**config.mk**
```make
export PLATFORM = sky130hd
export DESIGN_NAME = rom_bus_reader
export DESIGN_NICKNAME = d
export VERILOG_FILES = /design/src/rtl/bus_pkg.sv /design/src/rtl/bus_phase_gen.sv /design/src/rtl/rom_bus_reader.sv
export SDC_FILE = /design/constraint.sdc
export NUM_CORES = 1
export LEC_CHECK = 0
export BUFFER_PORTS_ARGS = -buffer_cell sky130_fd_sc_hd__buf_4
export CAP_MARGIN = 40
export CORE_MARGIN = 4
export CORE_UTILIZATION = 33
export DETAILED_ROUTE_END_ITERATION = 8
export GPL_ROUTABILITY_DRIVEN = 1
export GPL_TIMING_DRIVEN = 0
export HOLD_SLACK_MARGIN = 0.15
export PLACE_DENSITY = 0.55
export RECOVER_POWER = 100
export SLEW_MARGIN = 20
export SYNTH_ARGS = -nofsm -noshare
export SYNTH_HDL_FRONTEND = slang
export SYNTH_SLANG_ARGS = --single-unit
```
**constraint.sdc**
```tcl
create_clock -name clock -period 3.9 [get_ports clock]
set_clock_uncertainty 0.2 [all_clocks]
set_input_delay 0.585 -clock clock [delete_from_list [all_inputs] [get_ports clock]]
set_output_delay 0.585 -clock clock [all_outputs]
set_load 0.02 [all_outputs]
```
**src/rtl/bus_pkg.sv**
```systemverilog
// Shared bus timing definitions: the eight instruction-cycle phases and cycle length,
// used by the ROM reader and by the ROM/RAM bus models.
package bus_pkg;

  localparam int CYCLE_LEN = 8;

  typedef enum logic [2:0] {
    PH_A1 = 3'd0,
    PH_A2 = 3'd1,
    PH_A3 = 3'd2,
    PH_M1 = 3'd3,
    PH_M2 = 3'd4,
    PH_X1 = 3'd5,
    PH_X2 = 3'd6,
    PH_X3 = 3'd7
  } phase_t;

  function automatic phase_t next_phase(input phase_t p);
    return (p == PH_X3) ? PH_A1 : phase_t'(p + 3'd1);
  endfunction

endpackage

```
**src/rtl/bus_phase_gen.sv**
```systemverilog
// Free-running 8-phase instruction-cycle counter with a registered sync strobe
// that is high exactly while the phase is X3.
module bus_phase_gen
  import bus_pkg::*;
(
  input  logic   clock,
  input  logic   reset,
  input  logic   halt,
  output phase_t phase,
  output logic   sync
);

  // Reset lands in X3 so the first cycle after reset is a sync cycle.
  always_ff @(posedge clock) begin
    if (reset) begin
      phase <= PH_X3;
      sync  <= 1'b1;
    end else if (!halt) begin
      phase <= next_phase(phase);
      sync  <= (next_phase(phase) == PH_X3);
    end
  end

endmodule

```
**src/rtl/rom_bus_reader.sv**
```systemverilog
// ROM byte reader on the shared 4-bit bus. Defining BUS_READER_BURST_EN adds req_len
// and reads req_len+1 consecutive bytes per request.
module rom_bus_reader
  import bus_pkg::*;
#(
  parameter logic [11:0] IDLE_ADDR = 12'h000
) (
  input  logic        clock,
  input  logic        reset,
  input  logic        halt,
  input  logic        req_valid,
  input  logic [11:0] req_addr,
`ifdef BUS_READER_BURST_EN
  input  logic [3:0]  req_len,
`endif
  output logic        req_ready,
  output logic        rsp_valid,
  output logic [7:0]  rsp_data,
  input  logic [3:0]  data_i,
  output logic [3:0]  data_o,
  output logic        data_en,
  output logic        sync,
  output logic        rom_cmd,
  output logic        ram_cmd_n
);

  phase_t      phase;
  phase_t      nxt_phase;
  logic        pending_valid;
  logic [11:0] pending_addr;
`ifdef BUS_READER_BURST_EN
  logic [3:0]  pending_len;
`endif
  logic        active;
  logic [11:0] cur_addr;
  logic [3:0]  hi_nib;
  logic        active_next;
  logic [11:0] addr_next;
  logic [11:0] bus_addr;

  bus_phase_gen u_phase_gen (
    .clock (clock),
    .reset (reset),
    .halt  (halt),
    .phase (phase),
    .sync  (sync)
  );

  assign nxt_phase = next_phase(phase);
  assign req_ready = !pending_valid;
  assign ram_cmd_n = 1'b1;
  assign rsp_valid = active && (phase == PH_X1) && !halt;

  // Promotion happens on the X3->A1 edge; the bus outputs for the coming cycle
  // must already see the promoted request so they can be registered.
  always_comb begin
    active_next = active;
    addr_next   = cur_addr;
    if (phase == PH_X3) begin
      active_next = pending_valid;
      addr_next   = pending_addr;
    end
    bus_addr = active_next ? addr_next : IDLE_ADDR;
  end

  always_ff @(posedge clock) begin
    if (reset) begin
      pending_valid <= 1'b0;
      pending_addr  <= '0;
`ifdef BUS_READER_BURST_EN
      pending_len   <= '0;
`endif
      active        <= 1'b0;
      cur_addr      <= '0;
      hi_nib        <= '0;
      rsp_data      <= '0;
      data_en       <= 1'b0;
      data_o        <= '0;
      rom_cmd       <= 1'b0;
    end else if (!halt) begin
      active   <= active_next;
      cur_addr <= addr_next;

      // A burst keeps the pending slot occupied, stepping its address, until its last byte is promoted.
      if (phase == PH_X3 && pending_valid) begin
`ifdef BUS_READER_BURST_EN
        if (pending_len == 4'd0) begin
          pending_valid <= 1'b0;
        end else begin
          pending_addr <= pending_addr + 12'd1;
          pending_len  <= pending_len - 4'd1;
        end
`else
        pending_valid <= 1'b0;
`endif
      end else if (req_valid && !pending_valid) begin
        pending_valid <= 1'b1;
        pending_addr  <= req_addr;
`ifdef BUS_READER_BURST_EN
        pending_len   <= req_len;
`endif
      end

      if (phase == PH_M1)
        hi_nib <= data_i;
      if (phase == PH_M2 && active)
        rsp_data <= {hi_nib, data_i};

      data_en <= (nxt_phase == PH_A1) || (nxt_phase == PH_A2) || (nxt_phase == PH_A3);
      rom_cmd <= (nxt_phase == PH_A3) && active_next;
      case (nxt_phase)
        PH_A1:   data_o <= bus_addr[3:0];
        PH_A2:   data_o <= bus_addr[7:4];
        PH_A3:   data_o <= bus_addr[11:8];
        default: data_o <= 4'h0;
      endcase
    end
  end

endmodule

```
==> impl_metrics.yaml <==
die:
  core_um2: 5956
  start_util_pct: 34.14
  fp.dieH_um: 86.50
  num_rows: 28
  die_w_um: 86.50
  io_pins: 38
  die-area_um2: 7481
timing:
  timing.final.ws_setup_ns: 1.265
  maxSlewViolCount: 0
  setup_violations: 0
  tightest_slew_ns: 0.6432
  max_slew_margin_pct: 57.12
  tns_ns: 0
  timing.fmax_mhz: 379.5
  layout_min_cycle_time_ns: 2.635
  min_period_over_period_pct: 67.57
  rsz0062_at_grt: "false"
  finalHoldViolations: 0
synth:
  synthTopCellsByArea: "dfxtp_1 (47%), nand2_1 (13%), a21oi_1 (9.1%), mux2i_1 (7.4%), ha_1 (3.7%)"
  yosysWarnings: 0
  ys_dominant_reg_cell: "dfxtp_1"
  synth.top_cell.area_share_pct: 47.26
  netlist-cell-type-count: 29
  synthCells: 240
  yosys.area.top_type: "dfxtp_1"
  synth_seq_area_share_pct: 47.26
  synth.cell_area_um2: 2033
  synth_area_per_cell_um2: 8.472
  syn-num-nets: 266
  ys_ff_latch: 48
  synth_edf_count: 0
  synthArstFlopShare_pct: 0
job:
  max_cap_violations: 0
routing:
  post-route-drc-count: 0
  vias: 1684
  first_pass_iters: 4
  drt-total-wl_mm: 4.600
  vias_per_cell: 4.704
  wl_per_cell_um: 12.85
  dr.first_iter.drc_count: 108
  antenna_left: 0
placed_design:
  port_buffers: 35
  place_inst: 350
  dp_slack_ns: 1.454
  place_congestion: 0.7658
  dp_hpwl_mm: 3.294
hold_path:
  holdCritPathClass: "flip-flop to flip-flop"
  min_delay_path_depth: 2
cells_and_area:
  num-fill-cells: 662
  area.sequential_um2: 960.9
  stdcell_count: 358
  multiInputGateArea_um2: 975.9
  diodes: 0
  area_growth_syn_to_layout_pct: 18.46
  final_layout_size_suffix_gt1_share_pct: 11.31
  nets: 308
worst_setup_path:
  endpoint_kind: "primary output"
  ff2ff_path_depth: 7
  worstPathArrival_ns: 1.85
  cpMostUsedCell: "clkbuf_1"
  r2r_start: "u_phase_gen.phase[0]$_SDFFE_PP1N_"
  ff2ff_setup_slack_ns: 1.38
  crit_type: "input port to primary output"
  crit_slowest_cell: "clkbuf_1"
  path_cells: "clkbuf_1, clkbuf_1, clkbuf_1, and4b_1, buf_4"
  critPathMaxStageDelay_ns: 0.39
  startpoint: "halt"
  reg2reg_to: "data_o[2]$_SDFFE_PP0N_"
  crit_fanout: 10
  critPathRequiredTime_ns: 3.12
  cp-start-kind: "input port"
  crit_end: "rsp_valid"
grt:
  grt_max_degree: 15
  first_global_vias: 1549
  grt_overflow: 0
  antenna_found_initial: 0
  grt_pass1_wl_mm: 7.514
  track_usage_pct: 12.69
clock_network:
  cts-resized-gates: 0
  cts_sinks: 48
  clk_latency_ns: 0.30
  cts_hold_buf: 0
  cts_tree: "done"
  clk_path_buf_depth: 2
  cts_root_buf: "clkbuf_8"
  cts_made_buffers: 5
  clkSlewWorstSetupHoldPaths_ns: 0.08
  postCtsSetupBuffers: 0
  cts_max_level: 2
pwr:
  powerDensity_nw_per_um2: 403.2
  p_leak_nw: 0.8769
  max-vdd-ir-drop_mv: 0.2074
outcome:
  outcome: "finished, final reports clean"
## worst max-delay path: cells and delay by family
kind / cells / cell delay [ns]
buffers and inverters: 4 / 1.01
and+or+nand+nor: 1 / 0.25
## worst min-delay path by stage
stage	endpoint	start	slack [ns]
finish	rsp_data[5]$_SDFFE_PP0P_	hi_nib[1]$_SDFFE_PP0P_	0.25
global route	rsp_data[4]$_SDFFE_PP0P_	hi_nib[0]$_SDFFE_PP0P_	0.28
CTS	cur_addr[8]$_SDFFE_PP0N_	cur_addr[8]$_SDFFE_PP0N_	0.26
detailed placement	cur_addr[8]$_SDFFE_PP0N_	cur_addr[8]$_SDFFE_PP0N_	0.25
global placement	cur_addr[9]$_SDFFE_PP0N_	cur_addr[9]$_SDFFE_PP0N_	0.24
floorplan	rsp_data[4]$_SDFFE_PP0P_	hi_nib[0]$_SDFFE_PP0P_	0.23
## layout make-up
| type | count | area share, % |
|---|---|---|
| Tap cell | 75 | 3.896 |
| Inverter | 4 | 0.6234 |
| Sequential cell | 48 | 39.90 |
| Clock buffer | 7 | 3.584 |
| Timing Repair Buffer | 35 | 8.260 |
| Clock inverter | 1 | 0.3117 |
| Multi-Input combinational cell | 171 | 40.52 |
| Buffer | 17 | 2.909 |
## metal layers
layer  wire [um]  GRT usage (%)
met5           0              0
met4          52          3.824
met3         206          2.947
met2        1941          18.78
met1        2400          18.35
## kinds of logic after synthesis
family | synth area share (%)
DFF | 47.26
other | 0.1844
muxes | 7.384
adders and majority gates | 3.692
AOI/OAI and AO/OA | 15.51
buffers and inverters | 4.615
and+or+nand+nor | 21.35
## where the power goes
| group | switching, W | internal (W) | leakage [nW] |
|---|---|---|---|
| Sequential | 0.0000116 | 0.000506 | 0.390 |
| Clock | 0.000163 | 0.000144 | 0.0445 |
| Combinational | 0.0000898 | 0.0000568 | 0.443 |
| Total | 0.000264 | 0.000707 | 0.877 |
## metrics by stage
stage	cell area [um2]	hold WS, ns	util, %	power, W
CTS	2484	0.2583	41.70	0.0009865
finish	2409	0.2536	40.44	0.0009711
floorplan	2033	0.2312	-	0.0006317
global route	2409	0.2763	40.44	0.001019
global placement	2390	0.2417	40.13	0.0006803
detailed placement	2390	0.2456	40.13	0.0006810
## cell usage in the layout, fill, tap and decap left out, types with 3 or more instances in the layout
master / netlist / routed
ha_1: 6 / 6
nor2_1: 9 / 9
clkbuf_1: 7 / 31
mux2i_1: 15 / 15
o221ai_1: 4 / 4
a22o_1: 4 / 4
nor2b_1: 3 / 3
buf_4: 2 / 19
clkbuf_8: 0 / 6
a21oi_1: 37 / 37
nand2_1: 72 / 72
dfxtp_1: 48 / 48
inv_1: 4 / 4
## state kept, by name (all words and copies together), names as in the netlist, 3 cells and up
signal,flops
rsp_data,8
data_o,4
pending_addr,12
hi_nib,4
u_phase_gen.phase,3
cur_addr,12
## Yosys cell counts, types with 2 or more instances
| master | number |
|---|---|
| nand4b_1 | 2 |
| o221ai_1 | 4 |
| o21ai_0 | 2 |
| ha_1 | 6 |
| dfxtp_1 | 48 |
| mux2i_1 | 15 |
| and4b_1 | 2 |
| clkbuf_1 | 7 |
| a211o_1 | 2 |
| nor2b_1 | 3 |
| nor3_1 | 2 |
| nand2b_1 | 2 |
| a21oi_1 | 37 |
| buf_1 | 2 |
| nor2_1 | 9 |
| a22o_1 | 4 |
| buf_2 | 6 |
| nand2_1 | 72 |
| buf_4 | 2 |
| inv_1 | 4 |
(Power assumes the default switching activity.)
